===== src/rtl/regfile_responder.sv =====
// 16 x 32 register file behind a request/response valid-ready pair.
// Each accepted read-pair or write yields one registered response; counters saturate.
module regfile_responder #(
   parameter int DATA_W   = 32,
   parameter int ADDR_W   = 4,
   parameter int ZERO_REG = 1,
   parameter int CNT_W    = 16
) (
   input  logic              clk,
   input  logic              rst_n,
   input  logic              req_valid,
   output logic              req_ready,
   input  logic              req_write,
   input  logic [ADDR_W-1:0] req_ra,
   input  logic [ADDR_W-1:0] req_rb,
   input  logic [DATA_W-1:0] req_data,
   output logic              rsp_valid,
   input  logic              rsp_ready,
   output logic              rsp_write,
   output logic [DATA_W-1:0] rsp_a,
   output logic [DATA_W-1:0] rsp_b,
   output logic [CNT_W-1:0]  rd_count,
   output logic [CNT_W-1:0]  wr_count
);

   localparam int NREGS = 2**ADDR_W;

   typedef enum logic {EMPTY = 1'b0, FULL = 1'b1} state_e;

   state_e              state_q, state_d;
   logic [DATA_W-1:0]   regs_q [NREGS];
   logic                rsp_write_q, rsp_write_d;
   logic [DATA_W-1:0]   rsp_a_q, rsp_a_d;
   logic [DATA_W-1:0]   rsp_b_q, rsp_b_d;
   logic [CNT_W-1:0]    rd_count_q, rd_count_d;
   logic [CNT_W-1:0]    wr_count_q, wr_count_d;

   logic                accept;
   logic                wr_drop;
   logic [DATA_W-1:0]   wdata;
   logic [DATA_W-1:0]   rd_a;
   logic [DATA_W-1:0]   rd_b;

   function automatic logic [CNT_W-1:0] sat_inc(input logic [CNT_W-1:0] v);
      return (&v) ? v : v + 1'b1;
   endfunction

   assign req_ready = rst_n && ((state_q == EMPTY) || rsp_ready);
   assign accept    = req_valid && req_ready;

   // Register 0 is hardwired to zero when ZERO_REG is set: reads mask it, writes drop.
   assign wr_drop = (ZERO_REG != 0) && (req_ra == '0);
   assign wdata   = wr_drop ? '0 : req_data;
   assign rd_a    = ((ZERO_REG != 0) && (req_ra == '0)) ? '0 : regs_q[req_ra];
   assign rd_b    = ((ZERO_REG != 0) && (req_rb == '0)) ? '0 : regs_q[req_rb];

   always_comb begin
      state_d     = state_q;
      rsp_write_d = rsp_write_q;
      rsp_a_d     = rsp_a_q;
      rsp_b_d     = rsp_b_q;
      rd_count_d  = rd_count_q;
      wr_count_d  = wr_count_q;
      if (accept) begin
         state_d     = FULL;
         rsp_write_d = req_write;
         if (req_write) begin
            // Port B reports post-write state, so a same-index read sees the new data.
            rsp_a_d    = wdata;
            rsp_b_d    = (req_rb == req_ra) ? wdata : rd_b;
            wr_count_d = sat_inc(wr_count_q);
         end else begin
            rsp_a_d    = rd_a;
            rsp_b_d    = rd_b;
            rd_count_d = sat_inc(rd_count_q);
         end
      end else if (rsp_ready) begin
         state_d = EMPTY;
      end
   end

   always_ff @(posedge clk) begin
      if (!rst_n) begin
         state_q     <= EMPTY;
         rsp_write_q <= 1'b0;
         rsp_a_q     <= '0;
         rsp_b_q     <= '0;
         rd_count_q  <= '0;
         wr_count_q  <= '0;
      end else begin
         state_q     <= state_d;
         rsp_write_q <= rsp_write_d;
         rsp_a_q     <= rsp_a_d;
         rsp_b_q     <= rsp_b_d;
         rd_count_q  <= rd_count_d;
         wr_count_q  <= wr_count_d;
      end
   end

   always_ff @(posedge clk) begin
      if (!rst_n) begin
         for (int i = 0; i < NREGS; i++) regs_q[i] <= '0;
      end else if (accept && req_write && !wr_drop) begin
         regs_q[req_ra] <= req_data;
      end
   end

   assign rsp_valid = (state_q == FULL);
   assign rsp_write = rsp_write_q;
   assign rsp_a     = rsp_a_q;
   assign rsp_b     = rsp_b_q;
   assign rd_count  = rd_count_q;
   assign wr_count  = wr_count_q;

endmodule


===== config.mk =====
export PLATFORM = sky130hd
export DESIGN_NAME = regfile_responder
export DESIGN_NICKNAME = d
export VERILOG_FILES = /design/src/rtl/regfile_responder.sv
export SDC_FILE = /design/constraint.sdc
export NUM_CORES = 1
export LEC_CHECK = 0
export BUFFER_PORTS_ARGS = -buffer_cell sky130_fd_sc_hd__buf_2
export CAP_MARGIN = 20
export CORE_MARGIN = 3
export CORE_UTILIZATION = 40
export CTS_CLUSTER_DIAMETER = 30
export DETAILED_ROUTE_END_ITERATION = 8
export GPL_ROUTABILITY_DRIVEN = 0
export PLACE_DENSITY_LB_ADDON = 0.05
export SETUP_SLACK_MARGIN = 0.02
export SYNTH_ARGS = -nofsm -noshare
export SYNTH_HDL_FRONTEND = slang
export SYNTH_SLANG_ARGS = --single-unit

===== constraint.sdc =====
create_clock -name clk -period 5.2 [get_ports clk]
set_input_delay 0.52 -clock clk [delete_from_list [all_inputs] [get_ports clk]]
set_output_delay 0.52 -clock clk [all_outputs]
set_load 0.005 [all_outputs]

* Word level (Yosys, flattened, before mapping)
Memories as Yosys holds them, arrays and structs flattened.
Index checks and enable logic that the tools add are counted.
Widths: inputs -> output; s select.
** Word-level totals
- Flip-flop bits (word level) :: 98
- Memories kept :: 1
- Memory bits (writable) :: 512
- Output and inout port bits :: 99
** Operators by class
- $add $sub $neg :: 2
- Eq/ne operators :: 1
- Reduce and logical (&&, ||, !) cells :: 14
- Bitwise gates (word level) :: 4
- Muxes and demuxes :: 15
** Memory list
- regs_q :: depth 16, bits a word 32, read ports 2, clocked after Yosys merged registers in 0, write ports 16, RTL line 31 : logic [DATA_W-1:0] regs_q [NREGS];
** Operator list (number)
- $mux 32 :: 7
- $add 16x1->16 const B :: 2
- $reduce_and 16->1 :: 2
- $reduce_or 32->1 :: 1
- $logic_not 4->1 :: 2
- $mux 1 :: 7
- $reduce_and 3->1 :: 2
- $eq 4x4->1 :: 1
- $logic_and 1x1->1 :: 4
- $mux 4 :: 1
- $not 1->1 :: 4
- $reduce_bool 2->1 :: 1
- $logic_not 1->1 :: 1
- $logic_or 1x1->1 :: 1

* Depth between registers and ports, before layout
- Word-level depth :: 11
- Gate-level depth with buffers :: 8
- Depth with buffers taken out :: 6

* Worst setup path before layout
Ideal clock, no wire load.
- Path kind :: input to register
- From :: in rsp_ready
- To :: mem regs_q[12][0], enable pin
- Path buffers :: 2
- Library setup time :: 466 ps
- Stages on the path :: 6
- Data arrival time :: 3725 ps
- Data required time :: 4734 ps
- Slack :: 1009 ps
- Cells stage by stage :: nand2b_1 -> buf_2 -> nand4_1 -> buf_2 -> or3_4 -> o21ai_0
** RTL lines
- from (decl) :: RTL line 18 : input logic rsp_ready,
- to (decl) :: RTL line 31

==> qor.txt <==
#FFs+latches synth: 610
R2R Path End: regs_q[14][14]$_SDFFCE_PN0P_
Hold EP: rsp_valid$_SDFFE_PN0P_
cts bufs inserted: 151
async set-reset flop share out of synthesis: 0
first-pass GRT wire length: 146000 µm
Area contributors post-synth: edfxtp_1 (51%), mux4_2 (19%), and2_1 (10%)
initial antenna violation count: 10
Final Hold Vio Count: 0
Die Width: 281 µm
synth unique cells: 55
grt ovf: 0
Post-Synthesis Cells: 2018
crit path DAT: 3860 ps
clock sinks: 610
maximum vdd drop: 0.000224 V
CP Cell Sequence: nand2b_1 > nand4_1 > or3b_1 > o21ai_4 > buf_4
crit path launch type: register
area delta synth->final: 23.7%
CTS max path bufs: 3
Synth warnings: 0
Worst-Margin Slew: 1080 ps
DPL Wire Length: 58700 µm
Initial Util: 0.405
Post-synth top cells: edfxtp_1 (512), and2_1 (483), mux4_2 (256), dfxtp_1 (98), clkbuf_1 (95)
layout net count: 2252
row count: 100
Post-Route WL: 102000 µm
wire per inst: 30.8 µm
CTS tree: yes
hold path startpoint: req_valid
cts hold-fix bufs: 0
postcts setup bufs: 0
area fraction of the dominant cell type after synthesis: 0.509
worst path buffer plus inverter count: 1
worst-case reg-to-reg path depth: 5
DRC Markers: 0
Tcrit/Tclk final: 0.673
crit path max-delay cell type: or3b_1
Post-synth EDFFs: 512
reg-to-reg slack, setup: 1700 ps
Leakage: 14.0 nW
Worst path depth: 5
final setup violation count: 0
Max-Cap Viols: 0
Initial DRC Count: 1987
Hold Crit Depth: 3
via count: 19700
core area: 0.0747 mm²
final worst path period need: 3500 ps
PwrDens: 432 mW/mm²
IO Port Bufs: 143
worst-skew pair later-pin latency: 720 ps
worst reg2reg startpoint: rsp_valid$_SDFFE_PN0P_
ys flop type: edfxtp_1
vias in the first global route: 20800
status: finished, final reports clean
max incr delay on CP: 840 ps
normalized max-slew margin: 0.281
Global Route Usage Sum: 0.262
largest net degree at the start of global routing: 80
Hold Crit Class: in -> reg
critical path class: reg -> reg
Fin Setup TNS: 0 ps
most common cell in the synthesized netlist: edfxtp_1
clock slew at reported path FFs: 40 ps
Fin Clk Skew: 27.5 ps
root buffer selected by CTS: clkbuf_16
hold_ws: 125 ps
delay-heaviest family, CP: simple AND/OR/NAND/NOR gates
die boundary height: 281 µm
Setup crit end kind: register
top cell type by total area after synthesis: edfxtp_1
DRT Pass-1 Iters: 5
fmax: 286 MHz
Die ar.: 0.0789 mm²
H-tree lvl count: 4
Top Ports: 144
Avg Cell Area, Syn: 15.0 µm²
vias per cell: 5.96
Resize count post-CTS: 0
post-route ant nets: 0
RSZ-0062 raised after global routing: false
Final Max Slew Viols: 0
fraction of layout instances using a drive strength above 1: 0.322
CP Max Fanout: 17
critical path required time: 5570 ps
synthesized area: 0.0302 mm²
Seq/Total Area, Yosys: 0.574
[report_power, final]
| part | switching (W) | internal (W) | total (W) |
|---|---|---|---|
| Sequential | 0.0000987 | 0.00548 | 0.00558 |
| Combinational | 0.000617 | 0.000398 | 0.00102 |
| Clock | 0.00296 | 0.00660 | 0.00956 |
[layer usage]
layer  GRT usage  vias up  wire length, µm
met4      0.0995        4             3160
li1            -     8343                -
met5           0        -               27
met2       0.415      952            47800
met1       0.347    10200            41800
met3      0.0722      198             9130
[cell families (layout without fill, tap and decap cells)]
| family | count (synthesis) | in the layout | share of synthesized area |
|---|---|---|---|
| buffers and inverters | 205 | 488 | 0.0321 |
| AOI/OAI and AO/OA | 270 | 270 | 0.0652 |
| muxes | 262 | 262 | 0.193 |
| xor gates and xnor gates | 21 | 21 | 0.00609 |
| and+or+nand+nor | 647 | 647 | 0.129 |
| other | 1 | 35 | 0.000124 |
| DFF | 610 | 610 | 0.574 |
| adders and majority gates | 2 | 2 | 0.000828 |
[tightest hold or removal path: cells and delay by family]
| kind | cells | cell delay [ps] |
|---|---|---|
| buffers and inverters | 2 | 200 |
| AO/OA/AOI/OAI | 1 | 50 |
[per-stage QoR]
stage | cells | setup slack, ps | power [W] | util | instance area (µm²)
final | 3304 | 1700 | 0.0162 | 0.500 | 37400
after global routing | 3301 | 1530 | 0.0166 | 0.500 | 37400
after CTS | 3301 | 1670 | 0.0163 | 0.500 | 37400
after detailed placement | 3021 | 1350 | 0.00668 | 0.430 | 32100
after global placement | 3021 | 1370 | 0.00666 | 0.430 | 32100
after floorplan | 2049 | 1010 | 0.00625 | - | 30300
[how the worst max path moves through the flow]
stage	start	endpoint	slack (ps)
floorplan	rsp_ready	regs_q[12][0]$_SDFFCE_PN0P_	1010
global placement	rsp_ready	regs_q[14][9]$_SDFFCE_PN0P_	1370
detailed placement	rsp_ready	regs_q[14][12]$_SDFFCE_PN0P_	1350
CTS	rsp_valid$_SDFFE_PN0P_	regs_q[14][14]$_SDFFCE_PN0P_	1670
global route	rsp_valid$_SDFFE_PN0P_	regs_q[14][14]$_SDFFCE_PN0P_	1530
finish	rsp_valid$_SDFFE_PN0P_	regs_q[14][14]$_SDFFCE_PN0P_	1700
[cell usage in the layout (no fill, tap or decap), types with 19 or more instances in the layout]
cell,netlist,routed
a21oi_1,35,34
buf_4,12,51
o22ai_1,64,64
dfxtp_1,98,98
and2_1,483,482
conb_1,1,32
clkinv_2,0,30
edfxtp_1,512,512
a22oi_1,68,68
clkbuf_1,95,19
nand2_1,26,25
clkbuf_16,0,157
a221o_1,60,60
mux4_2,256,256
nor3_1,41,40
buf_2,64,138
nor2_1,28,20
bufinv_16,0,21
[state kept, by name (all words and copies together) (netlist names)]
name / flops
rd_count: 16
regs_q: 512
rsp_a: 32
rsp_b: 32
rsp_valid: 1
rsp_write: 1
wr_count: 16
[area by class of cell]
cell class                 count  area, µm²
sequential                   610      17300
antenna                        3       7.51
clock buffer                 182       4080
clock inverter                98       1140
tap                          969       1210
fill                        6305      37300
timing repair buffer         202       1320
multi-input combinational   1234      12300
inverter                       6       22.5
(Power assumes the default switching activity.)
